## src/rtl/hazard_ctrl.sv

```systemverilog
// Pipeline sequencing controller: load-use bubbles, EX redirects,
// dmem wait freezes, dmem timeout halt and a stall-cycle counter.
module hazard_ctrl #(
  parameter int MEM_TIMEOUT = 16,
  parameter int TO_W        = 5,
  parameter int CNT_W       = 32
) (
  input  logic             clk,
  input  logic             rst,
  input  logic [4:0]       id_rs1,
  input  logic [4:0]       id_rs2,
  input  logic             id_use_rs1,
  input  logic             id_use_rs2,
  input  logic             ex_mem_rd,
  input  logic [4:0]       ex_rd,
  input  logic             ex_redirect,
  input  logic             dmem_req,
  input  logic             dmem_ack,
  output logic             pc_wr,
  output logic             if_id_wr,
  output logic             if_id_flush,
  output logic             id_ex_wr,
  output logic             id_ex_flush,
  output logic             ex_mem_wr,
  output logic             mem_wb_flush,
  output logic             halted,
  output logic [CNT_W-1:0] stall_count
);

  typedef enum logic [1:0] {
    S_RUN,
    S_WAIT,
    S_HALT
  } state_t;

  state_t           r_state;
  state_t           w_next;
  logic [TO_W-1:0]  r_wait;
  logic [TO_W-1:0]  w_wait_nxt;
  logic [CNT_W-1:0] r_stall;
  logic             w_busy;
  logic             w_hit1;
  logic             w_hit2;
  logic             w_load_use;

  assign w_busy     = dmem_req & ~dmem_ack;
  assign w_hit1     = id_use_rs1 && (id_rs1 == ex_rd);
  assign w_hit2     = id_use_rs2 && (id_rs2 == ex_rd);
  assign w_load_use = ex_mem_rd && (ex_rd != 5'd0)
                      && (w_hit1 || w_hit2);

  // Pipeline register controls, highest priority first
  always_comb begin
    pc_wr        = 1'b1;
    if_id_wr     = 1'b1;
    if_id_flush  = 1'b0;
    id_ex_wr     = 1'b1;
    id_ex_flush  = 1'b0;
    ex_mem_wr    = 1'b1;
    mem_wb_flush = 1'b0;
    halted       = 1'b0;
    if (rst) begin
      pc_wr        = 1'b0;
      if_id_wr     = 1'b0;
      if_id_flush  = 1'b1;
      id_ex_wr     = 1'b0;
      id_ex_flush  = 1'b1;
      ex_mem_wr    = 1'b0;
      mem_wb_flush = 1'b1;
    end else if (r_state == S_HALT) begin
      pc_wr     = 1'b0;
      if_id_wr  = 1'b0;
      id_ex_wr  = 1'b0;
      ex_mem_wr = 1'b0;
      halted    = 1'b1;
    end else if (w_busy) begin
      pc_wr        = 1'b0;
      if_id_wr     = 1'b0;
      id_ex_wr     = 1'b0;
      ex_mem_wr    = 1'b0;
      mem_wb_flush = 1'b1;
    end else if (ex_redirect) begin
      if_id_flush = 1'b1;
      id_ex_flush = 1'b1;
    end else if (w_load_use) begin
      pc_wr       = 1'b0;
      if_id_wr    = 1'b0;
      id_ex_flush = 1'b1;
    end
  end

  always_comb begin
    w_next     = r_state;
    w_wait_nxt = r_wait;
    unique case (r_state)
      S_RUN: begin
        if (w_busy) begin
          w_next     = S_WAIT;
          w_wait_nxt = TO_W'(1);
        end
      end
      S_WAIT: begin
        if (!w_busy) begin
          w_next     = S_RUN;
          w_wait_nxt = '0;
        end else if (r_wait == TO_W'(MEM_TIMEOUT)) begin
          w_next = S_HALT;
        end else begin
          w_wait_nxt = r_wait + TO_W'(1);
        end
      end
      default: begin
        w_next = S_HALT;
      end
    endcase
  end

  always_ff @(posedge clk or posedge rst) begin
    if (rst) begin
      r_state <= S_RUN;
      r_wait  <= '0;
    end else begin
      r_state <= w_next;
      r_wait  <= w_wait_nxt;
    end
  end

  // Saturating count of cycles where the PC did not advance
  always_ff @(posedge clk or posedge rst) begin
    if (rst) begin
      r_stall <= '0;
    end else if (!pc_wr && (r_stall != '1)) begin
      r_stall <= r_stall + CNT_W'(1);
    end
  end

  assign stall_count = r_stall;

endmodule

```

## config.mk

```make
export PLATFORM = sky130hd
export DESIGN_NAME = hazard_ctrl
export DESIGN_NICKNAME = d
export VERILOG_FILES = /design/src/rtl/hazard_ctrl.sv
export SDC_FILE = /design/constraint.sdc
export NUM_CORES = 1
export LEC_CHECK = 0
export CAP_MARGIN = 20
export CORE_ASPECT_RATIO = 0.7
export CORE_MARGIN = 3
export CORE_UTILIZATION = 51
export CTS_CLUSTER_SIZE = 40
export DETAILED_ROUTE_END_ITERATION = 16
export PLACE_DENSITY_LB_ADDON = 0.25
export REMOVE_ABC_BUFFERS = 1
export SYNTH_ARGS = -nofsm -noshare
export SYNTH_HDL_FRONTEND = slang
export SYNTH_SLANG_ARGS = --single-unit
export TNS_END_PERCENT = 50
```

## constraint.sdc

```tcl
create_clock -name clk -period 4.8 [get_ports clk]
set_clock_uncertainty 0.2 [all_clocks]
set_input_delay 0.48 -clock clk [delete_from_list [all_inputs] [get_ports clk]]
set_output_delay 0.48 -clock clk [all_outputs]
set_load 0.02 [all_outputs]
```

[Word level (Yosys, flattened, before mapping)]
Cells that the tools add are included.
Word-level totals
  register bits: 39
  output and inout bits: 40
  word-level logic and storage cells: 58
Operators by class
  add/sub/neg operators: 2
  eq/ne operators: 9
  mux-type cells: 30
  bitwise logic cells: 2
  reduce and logical (&&, ||, !) cells: 12
Operators with widths (number)
  32-bit by 1-bit adder with 32-bit output (second input constant): 1
  32-bit != test (second input constant): 1
  1-bit 2-to-1 mux: 22
  5-bit 2-to-1 mux: 3
  5-bit equality test: 2
  5-bit one-hot mux with 2 select lines: 1
  2-bit 2-to-1 mux: 3
  3-bit != test (second input constant): 2
  5-bit by 1-bit adder with 5-bit output (second input constant): 1
  5-bit equality test (second input constant): 1
  1-bit logical AND: 5
  5-bit nonzero test: 1
  2-bit one-hot mux with 2 select lines: 1
  3-bit AND reduction: 1
  2-bit by 1-bit equality test with 1-bit output (second input constant): 1
  2-bit equality test (second input constant): 1
  2-bit logical NOT: 1
  2-bit != test (second input constant): 1
  2-bit AND reduction: 1
  2-bit nonzero test: 1
  1-bit AND: 1
  1-bit logical NOT: 1
  1-bit logical OR: 1
  1-bit NOT: 1

[Logic depth before layout (Yosys ltp)]
  word-level depth: 11
  depth in mapped cells: 9
  depth with buffers taken out: 7

[Least setup slack after synthesis]
No wires, ideal clock.
  kind: input -> output
  from: input port rst
  to: output port id_ex_flush
  arrival time: 2046 ps
  data required time: 4120 ps
  path slack: 2074 ps
  stages on the path: 3
  path buffers: 0
  cell sequence: inv_1 > nand2_1 > a21o_1
Between the ends
  word-level cells in the longest chain between the ends: 1
RTL lines
  start: declaration: RTL line 9  | input logic rst,
  1-bit 2-to-1 mux: RTL line 62  | if (rst) begin
  end: declaration: RTL line 23  | output logic id_ex_flush,
Every way passes these cells.

[Worst setup path in the final report]
  from: input port ex_rd[0]
  to: output port if_id_wr
Between the ends
  word-level cells in the longest chain between the ends: 9
  elaborated cells between the ends (all ways): 13
  classes of those cells: eq/ne (2); mux (5); reduce/logical (6)
RTL lines
  start: declaration: RTL line 15  | input logic [4:0] ex_rd,
  5-bit equality test, on equally long branches: RTL line 47, 48
  1-bit logical AND, on equally long branches: RTL line 47, 48
  1-bit logical OR: RTL line 50  | && (w_hit1 || w_hit2);
  1-bit logical AND (*): RTL line 50
  1-bit 2-to-1 mux (*): RTL line 85  | end else if (w_load_use) begin
  1-bit 2-to-1 mux (*): RTL line 82  | end else if (ex_redirect) begin
  1-bit 2-to-1 mux (*): RTL line 76  | end else if (w_busy) begin
  1-bit 2-to-1 mux (*): RTL line 70  | end else if (r_state == S_HALT) begin
  1-bit 2-to-1 mux (*): RTL line 62
  end: declaration: RTL line 20  | output logic if_id_wr,
Mark *: on every way between the ends. The rest lies on a longest branch, timed or not.

==> flow_summary.ini <==
[setup_path]
end_kind = primary output
slowest_delay_ns = 0.68
crit_fanout = 7
start_kind = input pin
crit_type = input pin to primary output
crit_required_ns = 4.12
arrival_ns = 2.81
worstRegToRegCells = 7
crit_slowest_cell = clkdlybuf4s50_1
crit_top_cell = clkdlybuf4s50_1
crit_chain = clkdlybuf4s50_1 > or4_1 > o21ai_1 > nor2_1 > a21boi_4 > clkdlybuf4s50_1

[clock_tree]
cts_setup_buffers = 0
cts_buffers = 5
cts_tree = done
clock_latency_ns = 0.30
cts-htree-levels = 2
cts_resized = 0
clock-sinks = 39
root_buffer = clkbuf_8
ctsHoldBuffers = 0
cts_buffer_depth = 2
clk_pin_slew_ns = 0.07

[placed_design]
io_buffers = 62
dpl.hpwl_microns = 3690
place_area_sq_mm = 0.00278
post-place-cells = 314
routabilityCongestion = 0.944

[logic_synthesis]
ys_warn_count = 0
ys_ff_latch = 39
yosysUniqueCellTypes = 47
synth_top_flop_cell = dfrtp_1
syn_area_per_cell_sq_um = 10.3
seq_area_frac_synth_pct = 45.9
synth_edf_count = 0
netlist_instances = 207
ys_async_sr_fraction_pct = 100
post_synth_instance_area_sq_mm = 0.00213

[timing]
maxSlewHeadroom_pct = 57.0
rsz0062_at_grt = no
period_needed_ns = 3.49
finalHoldViolCount = 0
fmax_mhz = 287
worstMarginPinSlew_ns = 0.636
hold_slack_ns = 0.304
final.setup.tns_ns = 0
period_share_pct = 72.6
setup_viol = 0
final_max_slew_viol_count = 0

[power_and_ir_drop]
internal-power_mw = 0.610
ir_drop_mv = 0.365
powerDensity_mw_per_mm2 = 303
pwr-share-seq_pct = 46.0
power.switching_mw = 0.262
combinationalPowerShare_pct = 26.4
clkPwrFrac_pct = 27.6
switching_share_pct = 30.1
p_leak_nw = 1.17

[route]
ant_nets = 0
drt-total-wl_microns = 5060
wl_per_cell_microns = 15.7
viasPerCell = 5.54
drt_iter0_drc = 93
vias = 1785
drtPass1Iterations = 4
drc = 0

[finish]
multi_input_area_sq_mm = 0.00110
syn2layout_area_growth_pct = 35.3
final_core_util_pct = 76.5
nets = 297
fillCellCount = 241
drive_gt1_share_pct = 9.19
layout.area.seq_sq_um = 976
stdcell_count = 322
antenna_cells = 0
finalInstanceArea_sq_mm = 0.00288

[status]
status = finished clean

[floorplanning]
dieArea_sq_mm = 0.00500
core_area_sq_mm = 0.00376
fp-row-count = 18
fp.dieH_microns = 60.1
die_x_microns = 83.2
boundaryPins = 63
initial_core_util_pct = 56.6

[grt]
grt_pass1_vias = 1673
grt_max_degree = 29
overflow = 0
grt_pass1_wl_microns = 8140
antenna_found_initial = 0
grt_use_total_pct = 21.0

[min_path]
hp-class = register to register
hold-path-cell-count = 1

[job]
drv_cap = 0
[area by class of cell]
type	instances	area share, %
Clock buffer	8	3.48
Tap cell	50	2.17
Inverter	4	0.522
Sequential cell	39	33.9
Multi-Input combinational cell	158	38.1
Timing Repair Buffer	63	21.8
[registers in the layout, summed over array words and instances, names as in the netlist]
| signal | flops |
|---|---|
| stall_count | 32 |
| r_wait | 5 |
| r_state | 2 |
[worst max-delay path, delay by kind of cell]
| family | cells | cell delay (ns) |
|---|---|---|
| compound gates | 2 | 0.51 |
| buf+inv | 2 | 1.15 |
| simple gates | 2 | 0.66 |
[layer usage]
metal  part of all wire [%]  vias up  GRT usage, %
met5                      0        -             0
met4                    1.3        0          7.93
met3                    7.7        9          5.92
met2                     45       76          32.9
met1                     46      846          28.1
li1                       -      854             -
[worst paths after layout]
path,endpoint,slack (ns),startpoint
max,if_id_wr,1.31,ex_rd[0]
max in group asynchronous,stall_count[26],3.31,rst
min in group asynchronous,stall_count[14],0.36,rst
min,stall_count[26],0.30,stall_count[26]
max reg2reg,stall_count[29],2.18,stall_count[11]
min reg2reg,stall_count[26],0.30,stall_count[26]
[cells in the mapped netlist (all sizes together), types with 4 or more instances]
library cell,number,share of area (%)
xnor2,36,15
buf,4,1.5
nor2,13,2.8
nand4,11,3.5
a21oi,5,1.2
nand2,22,3.9
nand3,18,4.5
nor3,4,0.94
dfrtp,39,46
and4,6,2.7
inv,4,0.71
o21ai,5,1.2
and3,8,2.7
[through the flow]
step,worst slack (ns),total power [mW]
final,1.31,0.872
after global routing,1.26,0.909
after CTS,1.32,0.876
after detailed placement,1.34,0.637
after global placement,1.39,0.628
after floorplan,2.07,0.522
[layout by cell type (no fill, tap or decap), types with 2 or more instances in the layout]
| cell type | n |
|---|---|
| nor3_1 | 4 |
| xor2_1 | 3 |
| clkbuf_8 | 7 |
| o21ai_0 | 4 |
| and4_1 | 2 |
| o22ai_1 | 2 |
| xnor2_1 | 36 |
| nand2b_1 | 2 |
| nand3_1 | 17 |
| o21bai_1 | 2 |
| and3_1 | 5 |
| ha_1 | 3 |
| dfrtp_1 | 39 |
| clkdlybuf4s50_1 | 62 |
| and2_2 | 2 |
| nor2_1 | 11 |
| a21oi_1 | 5 |
| nand2_1 | 22 |
| and3_2 | 2 |
| inv_1 | 4 |
| nand4_1 | 10 |
| and4_2 | 4 |
[power by group through the flow]
stage               Clock, mW  Combinational (mW)  Sequential [mW]
CTS                     0.242               0.234            0.401
detailed placement          0               0.231            0.406
global route            0.255               0.247            0.407
finish                  0.241               0.230            0.401
floorplan                   0              0.0924            0.430
global placement            0               0.226            0.402
[logic make-up (layout without fill, tap and decap cells)]
logic type / Yosys count / count (layout) / synth area share, %
buffers and inverters: 10 / 75 / 2.59
DFF: 39 / 39 / 45.9
muxes: 2 / 2 / 1.06
and+or+nand+nor: 95 / 95 / 26.7
adders and majority gates: 3 / 3 / 1.76
xor gates and xnor gates: 39 / 39 / 16.0
AOI/OAI and AO/OA: 19 / 19 / 5.94
(Power assumes the default switching activity.)
